**src/rtl/decode_stage_if.sv**
```systemverilog
// Fetch/execute-facing bundle of the decode stage.
// The driver (fetch + execute side) uses master; the decode stage uses slave.
interface decode_stage_if #(
   parameter int XLEN = 32
);
   logic            i_Flush;
   logic            i_InstrValid;
   logic            o_InstrReady;
   logic [31:0]     i_InstructionWord;
   logic [XLEN-1:0] i_PC;
   logic            o_Valid;
   logic            i_Ready;
   logic [XLEN-1:0] o_PC;
   logic [4:0]      o_Opcode;
   logic [2:0]      o_Funct3;
   logic [6:0]      o_Funct7;
   logic [4:0]      o_rd;
   logic [4:0]      o_rs1;
   logic [4:0]      o_rs2;
   logic [XLEN-1:0] o_ImmediateData;
   logic [13:0]     o_Ctrl;
   logic [1:0]      o_MemAlignment;
   logic            o_IllegalInstruction;

   modport master (
      output i_Flush, i_InstrValid, i_InstructionWord, i_PC, i_Ready,
      input  o_InstrReady, o_Valid, o_PC, o_Opcode, o_Funct3, o_Funct7,
      input  o_rd, o_rs1, o_rs2, o_ImmediateData, o_Ctrl,
      input  o_MemAlignment, o_IllegalInstruction
   );

   modport slave (
      input  i_Flush, i_InstrValid, i_InstructionWord, i_PC, i_Ready,
      output o_InstrReady, o_Valid, o_PC, o_Opcode, o_Funct3, o_Funct7,
      output o_rd, o_rs1, o_rs2, o_ImmediateData, o_Ctrl,
      output o_MemAlignment, o_IllegalInstruction
   );
endinterface

```
**src/rtl/decode_stage.sv**
```systemverilog
// RV32I/RV64I decode stage: combinational decode captured into a
// two-entry skid buffer with valid/ready on both sides and sync flush.
module decode_stage #(
   parameter int XLEN = 32
) (
   input  logic          i_Clock,
   input  logic          i_Reset_n,
   decode_stage_if.slave bus
);
   localparam bit RV64 = (XLEN == 64);

   localparam logic [4:0] OPC_LOAD      = 5'b00000;
   localparam logic [4:0] OPC_MISC_MEM  = 5'b00011;
   localparam logic [4:0] OPC_OP_IMM    = 5'b00100;
   localparam logic [4:0] OPC_AUIPC     = 5'b00101;
   localparam logic [4:0] OPC_OP_IMM_32 = 5'b00110;
   localparam logic [4:0] OPC_STORE     = 5'b01000;
   localparam logic [4:0] OPC_OP        = 5'b01100;
   localparam logic [4:0] OPC_LUI       = 5'b01101;
   localparam logic [4:0] OPC_OP_32     = 5'b01110;
   localparam logic [4:0] OPC_BRANCH    = 5'b11000;
   localparam logic [4:0] OPC_JALR      = 5'b11001;
   localparam logic [4:0] OPC_JAL       = 5'b11011;
   localparam logic [4:0] OPC_SYSTEM    = 5'b11100;

   typedef enum logic [1:0] {
      S_EMPTY,
      S_ONE,
      S_FULL
   } state_e;

   typedef struct packed {
      logic [XLEN-1:0] pc;
      logic [4:0]      opcode;
      logic [2:0]      funct3;
      logic [6:0]      funct7;
      logic [4:0]      rd;
      logic [4:0]      rs1;
      logic [4:0]      rs2;
      logic [XLEN-1:0] imm;
      logic [13:0]     ctrl;
      logic [1:0]      align;
      logic            illegal;
   } dec_t;

   logic [31:0] w;
   logic [4:0]  opc;
   logic [2:0]  f3;
   logic [6:0]  f7;

   logic is_load, is_store, is_branch, is_jal, is_jalr;
   logic is_opimm, is_opimm32, is_op, is_op32;
   logic is_lui, is_auipc, is_fence, is_system;
   logic is_ecall, is_ebreak;
   logic ill;
   logic [31:0] imm32;
   logic [13:0] ctrl;
   dec_t        dec;

   state_e state_q, state_d;
   logic   rdy_q, rdy_d;
   dec_t   out_q, out_d;
   dec_t   skid_q, skid_d;
   logic   in_xfer, out_xfer;

   assign w   = bus.i_InstructionWord;
   assign opc = w[6:2];
   assign f3  = w[14:12];
   assign f7  = w[31:25];

   always_comb begin
      is_load    = (opc == OPC_LOAD);
      is_store   = (opc == OPC_STORE);
      is_branch  = (opc == OPC_BRANCH);
      is_jal     = (opc == OPC_JAL);
      is_jalr    = (opc == OPC_JALR);
      is_opimm   = (opc == OPC_OP_IMM);
      is_opimm32 = (opc == OPC_OP_IMM_32);
      is_op      = (opc == OPC_OP);
      is_op32    = (opc == OPC_OP_32);
      is_lui     = (opc == OPC_LUI);
      is_auipc   = (opc == OPC_AUIPC);
      is_fence   = (opc == OPC_MISC_MEM);
      is_system  = (opc == OPC_SYSTEM);
      is_ecall   = is_system && (w[31:7] == 25'd0);
      is_ebreak  = is_system && (w[31:20] == 12'd1)
                 && (w[19:7] == 13'd0);
   end

   // Anything outside the recognised opcode set (FP, AMO, custom,
   // reserved, long encodings) falls through as illegal.
   always_comb begin
      ill = (w[1:0] != 2'b11);
      ill = ill || !(is_load || is_store || is_branch || is_jal
                  || is_jalr || is_opimm || is_opimm32 || is_op
                  || is_op32 || is_lui || is_auipc || is_fence
                  || is_system);
      if (is_load)
         ill = ill || (f3 == 3'b111)
             || (!RV64 && (f3 == 3'b011 || f3 == 3'b110));
      if (is_store)
         ill = ill || f3[2] || (!RV64 && f3 == 3'b011);
      if (is_branch)
         ill = ill || (f3 == 3'b010) || (f3 == 3'b011);
      if (is_jalr)
         ill = ill || (f3 != 3'b000);
      if (is_opimm)
         ill = ill || (!RV64 && w[25]
             && (f3 == 3'b001 || f3 == 3'b101));
      if (is_opimm32 || is_op32)
         ill = ill || !RV64;
      if (is_op)
         ill = ill || !((f7 == 7'b0000000)
             || (f7 == 7'b0100000
                 && (f3 == 3'b000 || f3 == 3'b101)));
      if (is_system)
         ill = ill || !(is_ecall || is_ebreak);
   end

   always_comb begin
      imm32 = 32'd0;
      unique case (1'b1)
         is_load, is_opimm, is_opimm32, is_jalr, is_system:
            imm32 = {{20{w[31]}}, w[31:20]};
         is_store:
            imm32 = {{20{w[31]}}, w[31:25], w[11:7]};
         is_branch:
            imm32 = {{19{w[31]}}, w[31], w[7],
                     w[30:25], w[11:8], 1'b0};
         is_lui, is_auipc:
            imm32 = {w[31:12], 12'd0};
         is_jal:
            imm32 = {{11{w[31]}}, w[31], w[19:12],
                     w[20], w[30:21], 1'b0};
         default:
            imm32 = 32'd0;
      endcase
   end

   always_comb begin
      ctrl = {
         is_op || is_opimm || is_op32 || is_opimm32,
         is_opimm || is_opimm32,
         is_op32 || is_opimm32,
         is_lui,
         is_auipc,
         is_jal,
         is_jalr,
         is_branch,
         is_load,
         is_store,
         is_load && f3[2],
         is_fence,
         is_ecall,
         is_ebreak
      };
      if (ill)
         ctrl = 14'd0;
   end

   always_comb begin
      dec.pc      = bus.i_PC;
      dec.opcode  = opc;
      dec.funct3  = f3;
      dec.funct7  = f7;
      dec.rd      = w[11:7];
      dec.rs1     = w[19:15];
      dec.rs2     = w[24:20];
      dec.imm     = XLEN'(signed'(imm32));
      dec.ctrl    = ctrl;
      dec.align   = (is_load || is_store) ? f3[1:0] : 2'b00;
      dec.illegal = ill;
   end

   assign in_xfer  = bus.i_InstrValid && rdy_q && !bus.i_Flush;
   assign out_xfer = (state_q != S_EMPTY) && bus.i_Ready;

   always_comb begin
      state_d = state_q;
      out_d   = out_q;
      skid_d  = skid_q;
      unique case (state_q)
         S_EMPTY: begin
            if (in_xfer) begin
               out_d   = dec;
               state_d = S_ONE;
            end
         end
         S_ONE: begin
            if (in_xfer && out_xfer) begin
               out_d = dec;
            end else if (in_xfer) begin
               skid_d  = dec;
               state_d = S_FULL;
            end else if (out_xfer) begin
               state_d = S_EMPTY;
            end
         end
         S_FULL: begin
            if (out_xfer) begin
               out_d   = skid_q;
               state_d = S_ONE;
            end
         end
         default: state_d = S_EMPTY;
      endcase
      if (bus.i_Flush)
         state_d = S_EMPTY;
      // Ready is registered so it never depends on i_Ready this cycle.
      rdy_d = (state_d != S_FULL);
   end

   always_ff @(posedge i_Clock or negedge i_Reset_n) begin
      if (!i_Reset_n) begin
         state_q <= S_EMPTY;
         rdy_q   <= 1'b1;
         out_q   <= '0;
         skid_q  <= '0;
      end else begin
         state_q <= state_d;
         rdy_q   <= rdy_d;
         out_q   <= out_d;
         skid_q  <= skid_d;
      end
   end

   assign bus.o_Valid              = (state_q != S_EMPTY);
   assign bus.o_InstrReady         = rdy_q;
   assign bus.o_PC                 = out_q.pc;
   assign bus.o_Opcode             = out_q.opcode;
   assign bus.o_Funct3             = out_q.funct3;
   assign bus.o_Funct7             = out_q.funct7;
   assign bus.o_rd                 = out_q.rd;
   assign bus.o_rs1                = out_q.rs1;
   assign bus.o_rs2                = out_q.rs2;
   assign bus.o_ImmediateData      = out_q.imm;
   assign bus.o_Ctrl               = out_q.ctrl;
   assign bus.o_MemAlignment       = out_q.align;
   assign bus.o_IllegalInstruction = out_q.illegal;
endmodule

```
**src/flat_wrapper.sv**
```systemverilog
// flat-port wrapper written by rule: the top's interface ports become plain ports
module decode_stage_flat 
#(
   parameter int XLEN = 32
)
  (i_Clock, i_Reset_n, bus_i_Flush, bus_i_InstrValid, bus_i_InstructionWord, bus_i_PC, bus_i_Ready, bus_o_InstrReady, bus_o_Valid, bus_o_PC, bus_o_Opcode, bus_o_Funct3, bus_o_Funct7, bus_o_rd, bus_o_rs1, bus_o_rs2, bus_o_ImmediateData, bus_o_Ctrl, bus_o_MemAlignment, bus_o_IllegalInstruction);
  decode_stage_if #(.XLEN(XLEN)) bus_i ();
  input  logic i_Clock;
  input  logic i_Reset_n;
  input wire logic [$bits(bus_i.i_Flush)-1:0] bus_i_Flush;
  input wire logic [$bits(bus_i.i_InstrValid)-1:0] bus_i_InstrValid;
  input wire logic [$bits(bus_i.i_InstructionWord)-1:0] bus_i_InstructionWord;
  input wire logic [$bits(bus_i.i_PC)-1:0] bus_i_PC;
  input wire logic [$bits(bus_i.i_Ready)-1:0] bus_i_Ready;
  output wire logic [$bits(bus_i.o_InstrReady)-1:0] bus_o_InstrReady;
  output wire logic [$bits(bus_i.o_Valid)-1:0] bus_o_Valid;
  output wire logic [$bits(bus_i.o_PC)-1:0] bus_o_PC;
  output wire logic [$bits(bus_i.o_Opcode)-1:0] bus_o_Opcode;
  output wire logic [$bits(bus_i.o_Funct3)-1:0] bus_o_Funct3;
  output wire logic [$bits(bus_i.o_Funct7)-1:0] bus_o_Funct7;
  output wire logic [$bits(bus_i.o_rd)-1:0] bus_o_rd;
  output wire logic [$bits(bus_i.o_rs1)-1:0] bus_o_rs1;
  output wire logic [$bits(bus_i.o_rs2)-1:0] bus_o_rs2;
  output wire logic [$bits(bus_i.o_ImmediateData)-1:0] bus_o_ImmediateData;
  output wire logic [$bits(bus_i.o_Ctrl)-1:0] bus_o_Ctrl;
  output wire logic [$bits(bus_i.o_MemAlignment)-1:0] bus_o_MemAlignment;
  output wire logic [$bits(bus_i.o_IllegalInstruction)-1:0] bus_o_IllegalInstruction;
  assign bus_i.i_Flush = bus_i_Flush;
  assign bus_i.i_InstrValid = bus_i_InstrValid;
  assign bus_i.i_InstructionWord = bus_i_InstructionWord;
  assign bus_i.i_PC = bus_i_PC;
  assign bus_i.i_Ready = bus_i_Ready;
  assign bus_o_InstrReady = bus_i.o_InstrReady;
  assign bus_o_Valid = bus_i.o_Valid;
  assign bus_o_PC = bus_i.o_PC;
  assign bus_o_Opcode = bus_i.o_Opcode;
  assign bus_o_Funct3 = bus_i.o_Funct3;
  assign bus_o_Funct7 = bus_i.o_Funct7;
  assign bus_o_rd = bus_i.o_rd;
  assign bus_o_rs1 = bus_i.o_rs1;
  assign bus_o_rs2 = bus_i.o_rs2;
  assign bus_o_ImmediateData = bus_i.o_ImmediateData;
  assign bus_o_Ctrl = bus_i.o_Ctrl;
  assign bus_o_MemAlignment = bus_i.o_MemAlignment;
  assign bus_o_IllegalInstruction = bus_i.o_IllegalInstruction;
  decode_stage #(.XLEN(XLEN)) u_core (.i_Clock(i_Clock), .i_Reset_n(i_Reset_n), .bus(bus_i));
endmodule
```
**config.mk**
```make
export PLATFORM = sky130hd
export DESIGN_NAME = decode_stage_flat
export DESIGN_NICKNAME = d
export VERILOG_FILES = /design/src/rtl/decode_stage_if.sv /design/src/rtl/decode_stage.sv /design/src/flat_wrapper.sv
export SDC_FILE = /design/constraint.sdc
export NUM_CORES = 1
export LEC_CHECK = 0
export BUFFER_PORTS_ARGS = -buffer_cell sky130_fd_sc_hd__clkbuf_2
export CORE_MARGIN = 3
export CORE_UTILIZATION = 47
export DETAILED_ROUTE_END_ITERATION = 16
export PLACE_DENSITY_LB_ADDON = 0.25
export RECOVER_POWER = 100
export SLEW_MARGIN = 20
export SYNTH_ARGS = -nofsm -noshare
export SYNTH_HDL_FRONTEND = slang
export SYNTH_SLANG_ARGS = --single-unit
```
**constraint.sdc**
```tcl
create_clock -name i_Clock -period 3.6 [get_ports i_Clock]
set_input_delay 0.36 -clock i_Clock [delete_from_list [all_inputs] [get_ports i_Clock]]
set_output_delay 0.36 -clock i_Clock [all_outputs]
set_load 0.01 [all_outputs]
```
# Yosys cells after proc, flatten, opt, wreduce, memory -nomap -nowiden
# Index checks and enable logic that the tools add are counted.
[op_classes]
n_bitwise = 1
mux = 22
n_reduce_logical = 60
eq_ne = 27
[ops]
columns = ["op", "n"]
rows = [
  ["two-way mux 111 bit", 3],
  ["one-hot mux 111 bit (3 select lines)", 1],
  ["one-hot mux 32 bit (5 select lines)", 1],
  ["logical OR 1 bit", 33],
  ["zero test 25 bit", 1],
  ["equality test 5 x 4 -> 1 bit (second input constant)", 4],
  ["equality test 5 bit (second input constant)", 4],
  ["equality test 5 x 3 -> 1 bit (second input constant)", 3],
  ["two-way mux 14 bit", 1],
  ["two-way mux 2 bit", 7],
  ["zero test 13 bit", 1],
  ["equality test 12 x 1 -> 1 bit (second input constant)", 1],
  ["logical AND 1 bit", 10],
  ["equality test 3 bit (second input constant)", 3],
  ["two-way mux 1 bit", 8],
  ["equality test 7 x 6 -> 1 bit (second input constant)", 1],
  ["zero test 7 bit", 1],
  ["equality test 3 x 2 -> 1 bit (second input constant)", 2],
  ["inequality test 2 x 1 -> 1 bit (second input constant)", 3],
  ["one-hot mux 2 bit (3 select lines)", 1],
  ["nonzero test 3 bit", 2],
  ["equality test 5 x 2 -> 1 bit (second input constant)", 1],
  ["zero test 5 bit", 1],
  ["OR reduction 5 bit", 1],
  ["other kinds (12)", 16],
]
[word_totals]
register_bits = 225
inputBits = 69
elab_cells = 134

# Logic depth before layout (Yosys ltp)
# Gate-level depths: netlist of run 1.
[depth]
depth_word = 36
depth_mapped = 9

# Worst setup path before layout of run 1
# No wires, ideal clock.
[synth_path]
path_kind = "reg2reg"
start = "register u_core.rdy_q (netlist: u_core.bus.o_InstrReady)"
end = "register u_core.out_q (netlist bit u_core.bus.o_ImmediateData[31])"
required_time_ps = 3481
setup_time_ps = 119
path_slack_ps = 1746
stages_incl_launch_ff = 9
arrival_time_ps = 1735
period_less_slack_ps = 1854
cell_sequence = "dfstp_2 -> nand2_1 -> nor4_1 -> buf_2 -> a21oi_1 -> clkbuf_1 -> a21oi_1 -> o21ai_0 -> o21a_1"
[synth_via]
elab_chain_len = 5
[synth_rtl]
columns = ["element", "line_no", "text"]
rows = [
  ["from (decl)", "decode_stage.sv:61", "logic rdy_q, rdy_d;"],
  ["from (signal assigned)", "decode_stage.sv:221", "rdy_q <= rdy_d;"],
  ["logical AND 1 bit (*) (2 in a row)", "decode_stage.sv:175", "assign in_xfer = bus.i_InstrValid && rdy_q && !bus.i_Flush;"],
  ["logical AND 1 bit", "decode_stage.sv:190", "if (in_xfer && out_xfer) begin"],
  ["inequality test 2 x 1 -> 1 bit (no source line)", "-", ""],
  ["AND reduction 4 bit (no source line) (*)", "-", ""],
  ["to (signal assigned)", "decode_stage.sv:222", "out_q <= out_d;"],
  ["to (decl)", "decode_stage.sv:62", "dec_t out_q, out_d;"],
]
# Mark *: on every way between the ends. The rest lies on a longest branch, timed or not.
# A chain may end at the register's enable or synchronous reset.

# Worst setup path in the final report of run 1
[layout_path]
start = "register u_core.state_q[0]"
end = "register u_core.out_q (netlist bit u_core.bus.o_Ctrl[12])"
[layout_via]
elab_chain_len = 5
[layout_rtl]
columns = ["element", "line_no", "text"]
rows = [
  ["from (decl)", "decode_stage.sv:60", "state_e state_q, state_d;"],
  ["from (signal assigned)", "decode_stage.sv:220", "state_q <= state_d;"],
  ["nonzero test 2 bit", "decode_stage.sv:176", "assign out_xfer = (state_q != S_EMPTY) && bus.i_Ready;"],
  ["logical AND 1 bit", "decode_stage.sv:176", ""],
  ["logical AND 1 bit", "decode_stage.sv:190", ""],
  ["inequality test 2 x 1 -> 1 bit (no source line)", "-", ""],
  ["AND reduction 4 bit (no source line)", "-", ""],
]
# Several ways; a longest one is shown, not always the timed one.

==> flow_summary.rst, run 1 <==
.. list-table::
   :header-rows: 1

   * - Metric
     - Value
   * - Status
     - finished, violations left
   * - Violated checks
     - capacitance limit, slew limit
   * - TritonCTS clock tree
     - done
   * - Min Clock Period, post-route
     - 2.77 ns
   * - Area occupied by multi-input gates
     - 3970 sq um
   * - Largest family of logic cells by synthesized area
     - simple AND/OR/NAND/NOR gates
   * - Compound-gate portion of the synthesized area
     - 15.6%
   * - Detailed Routing Iterations Pass 1
     - 5
   * - Area of all placed cells without fillers
     - 11700 sq um
   * - Cts bufs inserted
     - 25
   * - Final clock skew
     - 0.0117 ns
   * - Cell at the root of the clock tree
     - sky130_fd_sc_hd__clkbuf_16
   * - Crit-path most repeated cell
     - sky130_fd_sc_hd__a21oi_1
   * - Detailed-route wire length per cell
     - 17.5 um
   * - Area occupied by registers
     - 5630 sq um
   * - Number of diodes
     - 0
   * - Most used flip-flop cell after synthesis
     - sky130_fd_sc_hd__dfrtp_1
   * - Total overflow reported by the global router
     - 0
   * - Async SR Flop Fraction
     - 100%
   * - Delay contributed by the slowest stage of the critical path
     - 0.82 ns
   * - Unrepaired setup endpoints after global routing
     - false
   * - Final Util
     - 56.8%
   * - Crit path required time
     - 4.04 ns
   * - Maximum number of pins on one net before global-route repair
     - 116
   * - Antenna violations before repair
     - 0
   * - Die span in y
     - 152 um
   * - Area grow syn2layout
     - 17.1%
   * - Layout net count
     - 1345
   * - Number of rows created at floorplan
     - 52
   * - Area of the core
     - 20600 sq um
   * - Number of max-slew violations in the final report
     - 175
   * - Final total negative setup slack
     - 0 ns
   * - CTS max path bufs
     - 3
   * - Synthesis Warnings
     - 0
   * - Synthesized instance count
     - 1144
   * - Simple logic cell fraction of the synthesized area
     - 23.7%
   * - Maximum fanout along the worst path
     - 30
   * - Worst-Margin Slew
     - 1.82 ns
   * - Die Footprint
     - 23000 sq um
   * - Floorplan die width
     - 152 um
   * - Multiplexer area fraction after synthesis
     - 0.100%
   * - Layout cell share with drive strength beyond 1
     - 10.7%
   * - Worst r2r src
     - u_core.state_q[0]
   * - Count of flip-flops with a built-in enable after synthesis
     - 0
   * - DRC marker count from the first detailed-route iteration
     - 534
   * - Max VDD drop
     - 0.000234 V
   * - Length in cells of the worst reg-to-reg path
     - 8
   * - Critical Path Sink Type
     - flip-flop
   * - Crit path launch type
     - flip-flop
   * - DRT antenna net count
     - 0
   * - H-Tree Depth
     - 1
   * - Worst setup path endpoint
     - u_core.bus.o_Ctrl[12]
   * - CTS clock-pin slew for the worst setup and hold paths
     - 0.06 ns
   * - Final GP Congestion
     - 0.888
   * - Adder and majority gate portion of the synthesized area
     - 0%
   * - Crit-path cells
     - nor2b_1, nor4_2, clkbuf_1, a21oi_1, buf_4, a21oi_1, o21ai_0, o21a_1
   * - Leakage power
     - 0.00542 uW
   * - Ports placed on the boundary
     - 182
   * - Max_cap viols
     - 3
   * - PostCTS Resize Cnt
     - 0
   * - Maximum operating frequency
     - 0.361 GHz
   * - Area after DPL
     - 11000 sq um
   * - HPWL reported at the end of detailed placement
     - 17300 um
   * - Power density relative to cell area
     - 598 nW/um^2
   * - Clock Sink Count
     - 225
   * - Average instance area after synthesis
     - 8.71 sq um
   * - Type of the most critical hold path
     - in -> reg
   * - FF-to-FF End
     - u_core.bus.o_Ctrl[12]
   * - Insertion delay of the later-clocked pin in the worst-skew pair
     - 0.51 ns
   * - First-pass GRT wire length
     - 43000 um
   * - DR DRC count
     - 0
   * - Syn_nets
     - 1213
   * - Flops & latches, synth
     - 225
   * - Tcrit/Tclk final
     - 76.9%
   * - Standard cell with the maximum stage delay on the critical path
     - sky130_fd_sc_hd__a21oi_1
   * - Starting density of the core
     - 48.5%
   * - Endpoints failing setup
     - 0
   * - Fillers
     - 1917
   * - Detailed-route via count
     - 8577
   * - Worst slew margin relative to its limit
     - -21.2%
   * - Worst Setup SP
     - u_core.state_q[0]
   * - Synth Area in XOR/XNOR
     - 0.0879%
   * - Number of unique standard cell types used by synthesis
     - 54
   * - Combined area of all synthesized cells
     - 9960 sq um
   * - Part of the Yosys area used for sequential elements
     - 56.5%
   * - Worst setup slack for register-to-register paths
     - 0.83 ns
   * - Arrival time of data at the critical path endpoint
     - 3.21 ns
   * - Via count of the first global-routing pass
     - 7938
   * - Overall routing resource usage
     - 23.2%
   * - Final count of hold timing violations
     - 0
   * - Quantity of I/O buffers inserted on ports
     - 181
   * - Wirelength, routed
     - 27400 um
   * - Mean number of vias per cell
     - 5.49
   * - Startpoint-to-endpoint class of the critical path
     - reg -> reg
[cell type report]
class,instances,area share [%]
well taps,270,2.90
repair buffers,193,7.75
clock buffers,36,6.40
multi-input cells,828,34.0
flip-flops and latches,225,48.3
clock inverters,8,0.611
inverters,3,0.0965
[per-layer routing]
metal	up-vias	global-route usage (%)	wire length [um]
li1	4110	-	-
met1	4118	35.0	12600
met2	307	34.6	12100
met3	42	4.10	2030
met4	0	6.51	659
met5	-	0	0
[stage by stage]
step	hold slack [ns]	power, uW	instances	setup WS, ns
floorplan	0.0644	4000	1144	1.75
CTS	0.0394	7120	1563	1.24
global route	0.0486	7360	1563	0.533
detailed placement	0.447	4590	1518	1.09
finish	0.0617	6980	1563	0.831
global placement	0.450	4540	1518	1.11
[registers in the layout, indices dropped and copies added (netlist names)]
name,cells
u_core.bus.o_Ctrl,14
u_core.bus.o_Funct3,3
u_core.bus.o_Funct7,7
u_core.bus.o_IllegalInstruction,1
u_core.bus.o_ImmediateData,32
u_core.bus.o_InstrReady,1
u_core.bus.o_MemAlignment,2
u_core.bus.o_Opcode,5
u_core.bus.o_PC,32
u_core.bus.o_rd,5
u_core.bus.o_rs1,5
u_core.bus.o_rs2,5
u_core.skid_q,111
u_core.state_q,2
[cell families after synthesis]
logic type	count (synthesis)
AND/OR/NAND/NOR	572
AO/OA/AOI/OAI	254
flip-flops	225
buffers and inverters	91
XOR/XNOR	1
multiplexers	1
[power breakdown]
part / internal [uW] / switching (uW) / leakage, uW
Sequential: 3020 / 272 / 0.00278
Clock: 1510 / 1010 / 0.000408
Combinational: 423 / 747 / 0.00223
[cell usage after synthesis (5+ instances only)]
master                     number  area, sq um
sky130_fd_sc_hd__a211oi_1       8         60.1
sky130_fd_sc_hd__a21o_1        16          120
sky130_fd_sc_hd__a21oi_1       59          295
sky130_fd_sc_hd__a31oi_1       73          457
sky130_fd_sc_hd__buf_2         29          145
sky130_fd_sc_hd__clkbuf_1      53          199
sky130_fd_sc_hd__dfrtp_1      224         5610
sky130_fd_sc_hd__nand2_1      392         1470
sky130_fd_sc_hd__nand3_1       26          130
sky130_fd_sc_hd__nor2_1        99          372
sky130_fd_sc_hd__nor3_1        12         60.1
sky130_fd_sc_hd__nor4_1         6         37.5
sky130_fd_sc_hd__o21a_1        12         90.1
sky130_fd_sc_hd__o21ai_0       53          265
sky130_fd_sc_hd__o21ai_1        5         25.0
sky130_fd_sc_hd__o31ai_1       10         75.1
sky130_fd_sc_hd__or3_1          6         37.5
[timing repair]
action | in CTS | in global routing
setup buffers | 0 | 0
hold endpoints to repair | 96 | 0
hold buffers | 1 | 0
[worst min path at each step]
stage	to	slack, ns	cells past startpoint	from
after floorplan	u_core.bus.o_Ctrl[0]	0.06	0	i_Reset_n
after global placement	u_core.bus.o_PC[27]	0.45	1	i_Reset_n
after detailed placement	u_core.bus.o_PC[27]	0.45	1	i_Reset_n
after CTS	u_core.skid_q[79]	0.04	3	bus_i_PC[0]
after global routing	u_core.skid_q[79]	0.05	3	bus_i_PC[0]
final	u_core.skid_q[108]	0.06	3	bus_i_PC[29]
[placed cells by master (no fill, tap or decap), drive strengths merged, types with 2 or more instances in the layout]
cell    instances
a211oi          8
a21o           16
a21oi          60
a22oi           5
a31oi          73
and2            3
and3b           2
buf             8
clkbuf        220
clkinv          5
dfrtp         224
inv             4
nand2         392
nand2b          4
nand3          26
nand3b          4
nand4           2
nor2          100
nor2b           4
nor3           13
nor4            7
o21a           12
o21ai          58
o22a            2
o31ai          10
o41ai           3
or2             4
or3             6
or3b            2
[critical path: cells and delay by family, from the launching register on]
kind | cells | cell delay, ns
flops | 1 | 0.47
compound gates | 4 | 1.16
buf+inv | 2 | 0.77
simple gates | 2 | 0.29
No activity file was read; power rests on OpenSTA's default activity.
==> inputs of run 2 (changes only) <==
--- a/config.mk
+++ b/config.mk
@@ -5,6 +5,7 @@
 export SDC_FILE = /design/constraint.sdc
 export NUM_CORES = 1
 export LEC_CHECK = 0
+export ABC_AREA = 1
 export BUFFER_PORTS_ARGS = -buffer_cell sky130_fd_sc_hd__clkbuf_2
 export CORE_MARGIN = 3
 export CORE_UTILIZATION = 47
==> constraint.sdc (replaced) <==
create_clock -name i_Clock -period 2.65 [get_ports i_Clock]
set_input_delay 0.265 -clock i_Clock [delete_from_list [all_inputs] [get_ports i_Clock]]
set_output_delay 0.265 -clock i_Clock [all_outputs]
set_load 0.01 [all_outputs]
==> run 2 against run 1 <==
Against the previous run: critical endpoint is now u_core.skid_q[38]; largest cell class unchanged; utilization increased by 1.3 points; first-iteration DRC count is 9.2% higher; sequential cell count unchanged; count of clock-buffer cells in the layout decreased by 1; sequential power rose by 32%; highest routed layer unchanged; die area grew 2.0%; the run still ends with capacitance limit, slew limit left; combinational power grew 25%; largest power group unchanged; wire length increased by 0.66%; setup slack worse by 0.47 ns; critical path type is now in -> reg.
==> flow_summary.rst, run 2 <==
.. list-table::
   :header-rows: 1

   * - Metric
     - Value
   * - Status
     - finished, violations left
   * - Violated checks
     - capacitance limit, slew limit
   * - Via count of the first global-routing pass
     - 8614 (+8.5%)
   * - Wirelength, routed
     - 27600 um (+0.66%)
   * - Maximum operating frequency
     - 0.437 GHz
   * - Most instantiated cells after synthesis
     - sky130_fd_sc_hd__nand2_1 (512), sky130_fd_sc_hd__dfrtp_1 (224), sky130_fd_sc_hd__nor2_1 (130), sky130_fd_sc_hd__inv_1 (66), sky130_fd_sc_hd__a31oi_1 (61)
   * - Flops & latches, synth
     - 225 (unchanged)
   * - Most used flip-flop cell after synthesis
     - sky130_fd_sc_hd__dfrtp_1
   * - Leakage power
     - 0.00625 uW (+15%)
   * - Worst slack on hold paths
     - 0.0179 ns (-0.0438 ns)
   * - Startpoint-to-endpoint class of the critical path
     - in -> reg
   * - Worst slew margin relative to its limit
     - -28.8% (-7.6 points)
   * - Maximum number of pins on one net before global-route repair
     - 134 (+16%)
   * - Largest reg by FF count
     - u_core.skid_q
   * - Combined area of all synthesized cells
     - 10200 sq um (+2.1%)
   * - Crit path required time
     - 2.99 ns (-1.05 ns)
   * - Synthesis Warnings
     - 0 (unchanged)
   * - FF-to-FF End
     - u_core.skid_q[38]
   * - Critical Path Sink Type
     - flip-flop
   * - Syn_nets
     - 1361 (+12%)
   * - Arrival time of data at the critical path endpoint
     - 2.62 ns (-0.59 ns)
   * - Layout cell share with drive strength beyond 1
     - 9.58% (-1.1 points)
   * - Hold Crit Endpoint
     - u_core.bus.o_rd[4]
   * - Part of the Yosys area used for sequential elements
     - 55.4% (-1.2 points)
   * - Area occupied by multi-input gates
     - 3960 sq um (about the same)
   * - Async SR Flop Fraction
     - 100% (unchanged)
   * - Layout net count
     - 1544 (+15%)
   * - Insertion delay of the later-clocked pin in the worst-skew pair
     - 0.51 ns (about the same)
   * - Hold Path Depth
     - 3 (unchanged)
   * - Flip-flop count of the largest register after layout
     - 111 (unchanged)
   * - TritonCTS clock tree
     - done
   * - Die span in y
     - 153 um (+1.0%)
   * - Leading cell types by total area after synthesis
     - sky130_fd_sc_hd__dfrtp_1 (55%), sky130_fd_sc_hd__nand2_1 (19%), sky130_fd_sc_hd__nor2_1 (4.8%), sky130_fd_sc_hd__a31oi_1 (3.8%), sky130_fd_sc_hd__o21ai_0 (3.0%)
   * - Cts bufs inserted
     - 25 (unchanged)
   * - Antenna violations before repair
     - 0 (unchanged)
   * - Detailed Routing Iterations Pass 1
     - 5 (unchanged)
   * - Total overflow reported by the global router
     - 0 (unchanged)
   * - HPWL reported at the end of detailed placement
     - 18000 um (+3.5%)
   * - Detailed-route via count
     - 9148 (+6.7%)
   * - Area grow syn2layout
     - 20.8%
   * - CTS max path bufs
     - 3 (unchanged)
   * - Most frequently used cell type in the post-synthesis netlist
     - sky130_fd_sc_hd__nand2_1
   * - Type of the most critical hold path
     - in -> reg
   * - Max_cap viols
     - 1 (-2)
   * - Final total negative setup slack
     - 0 ns (unchanged)
   * - Ports placed on the boundary
     - 182 (unchanged)
   * - Mean number of vias per cell
     - 5.18 (-5.7%)
   * - Cell at the root of the clock tree
     - sky130_fd_sc_hd__clkbuf_16
   * - Synthesized instance count
     - 1292 (+13%)
   * - Tcrit/Tclk final
     - 86.3%
   * - Endpoints failing setup
     - 0 (unchanged)
   * - CTS clock-pin slew for the worst setup and hold paths
     - 0.06 ns (about the same)
   * - Max VDD drop
     - 0.000463 V (+98%)
   * - Unrepaired setup endpoints after global routing
     - false
   * - DR DRC count
     - 0 (unchanged)
   * - Number of diodes
     - 0 (unchanged)
   * - H-Tree Depth
     - 1 (unchanged)
   * - Final GP Congestion
     - 0.918 (+3.3%)
   * - Count of flip-flops with a built-in enable after synthesis
     - 0 (unchanged)
   * - Worst setup slack for register-to-register paths
     - 0.37 ns (-0.46 ns)
   * - Number of max-slew violations in the final report
     - 74 (-58%)
   * - DRC marker count from the first detailed-route iteration
     - 583 (+9.2%)
   * - Starting density of the core
     - 48.1% (-0.36 points)
   * - Post-synth top area share
     - 55.1% (-1.2 points)
   * - Sum of internal, switching and leakage power
     - 9160 uW (+31%)
   * - Area occupied by registers
     - 5630 sq um (unchanged)
   * - Final count of hold timing violations
     - 0 (unchanged)
   * - Min Clock Period, post-route
     - 2.29 ns
   * - Most common cell after layout, fill and taps aside
     - sky130_fd_sc_hd__nand2_1
   * - Crit path launch type
     - input pin
   * - Average instance area after synthesis
     - 7.87 sq um (-9.6%)
   * - Fillers
     - 1992 (+3.9%)
   * - Number of rows created at floorplan
     - 53 (+1.9%)
   * - Power density relative to cell area
     - 746 nW/um^2 (+25%)
   * - Clock Sink Count
     - 225 (unchanged)
   * - Commonest non-fill, non-tap cells in the layout
     - sky130_fd_sc_hd__nand2_1 (512), sky130_fd_sc_hd__dfrtp_1 (224), sky130_fd_sc_hd__nor2_1 (131)
   * - Startpoint of the worst hold path
     - bus_i_InstructionWord[11]
   * - DRT antenna net count
     - 0 (unchanged)
   * - Length in cells of the worst reg-to-reg path
     - 6 (-2)
   * - Number of unique standard cell types used by synthesis
     - 30 (-44%)
   * - Overall routing resource usage
     - 22.9% (-0.29 points)
   * - Maximum fanout along the worst path
     - 99 (+230%)
   * - Die Footprint
     - 23400 sq um (+2.0%)
   * - Worst-Margin Slew
     - 1.93 ns (+0.114 ns)
   * - Detailed-route wire length per cell
     - 15.6 um (-11%)
   * - Final clock skew
     - 0.00818 ns (-0.00351 ns)
   * - Worst r2r src
     - u_core.bus.o_InstrReady
   * - Area of the core
     - 21200 sq um (+2.9%)
   * - First-pass GRT wire length
     - 44900 um (+4.5%)
   * - Quantity of I/O buffers inserted on ports
     - 181 (unchanged)
   * - Floorplan die width
     - 153 um (+1.0%)
   * - Top cell type by total area after synthesis
     - sky130_fd_sc_hd__dfrtp_1
## run 2: repair_timing
item                                   4_1_cts  5_1_grt
buffers inserted                             0        0
endpoints found under the hold margin      108        0
hold buffers                                35        0
gates resized for setup                      0        0
## run 2: kinds of logic (layout without fill, tap and decap cells)
group	after synthesis	after routing	share of synthesized area, %
buf+inv	148	348	5.78
compound gates	204	204	11.1
simple gates	713	713	27.6
flops	225	225	55.4
mux	2	2	0.197
## run 2: per-layer routing
metal / track usage (%) / share of wire (%) / vias up
li1: - / - / 4485
met2: 36.3 / 45 / 312
met4: 5.13 / 1.7 / 0
met3: 3.79 / 7.0 / 36
met5: 0 / 0 / -
met1: 33.6 / 46 / 4315
## run 2: stage by stage
step | utilization, % | instances | cell area, sq um | setup WS, ns
finish | 58.1 | 1767 | 12300 | 0.364
global placement | 53.5 | 1688 | 11300 | 0.601
detailed placement | 53.5 | 1688 | 11300 | 0.535
CTS | 58.9 | 1767 | 12500 | 0.549
global route | 58.1 | 1767 | 12300 | 0.189
floorplan | - | 1292 | 10200 | 0.953
## run 2: final cells by class
type                       instances  share of cell area (%)
inverter                          70                    2.17
clock buffer                      35                    5.80
sequential                       225                    45.8
timing repair buffer             234                    10.5
tap                              275                    2.80
multi-input combinational        919                    32.2
clock inverter                     9                   0.641
## run 2: worst max-delay path: stages
cell	delay (ns)
sky130_fd_sc_hd__dlygate4sd3_1	0.55
sky130_fd_sc_hd__clkbuf_1	0.14
sky130_fd_sc_hd__nand3b_1	0.16
sky130_fd_sc_hd__inv_1	0.08
sky130_fd_sc_hd__nand3_1	0.06
sky130_fd_sc_hd__nor2_1	0.22
sky130_fd_sc_hd__clkbuf_4	0.91
sky130_fd_sc_hd__o21ai_0	0.19
## run 2: report_power, final
part	switching (uW)	internal, uW
sequential	307	4050
combinational	930	525
clock	1380	1970
total	2620	6550
## run 2: how the worst max path moves through the flow
stage,startpoint,endpoint,cells after the start
finish,bus_i_Flush,u_core.skid_q[38],8
global route,bus_i_Flush,u_core.skid_q[19],8
detailed placement,bus_i_InstructionWord[2],u_core.skid_q[46],10
floorplan,u_core.bus.o_InstrReady,u_core.skid_q[100],9
CTS,u_core.bus.o_InstrReady,u_core.skid_q[29],6
global placement,bus_i_InstructionWord[4],u_core.skid_q[46],12
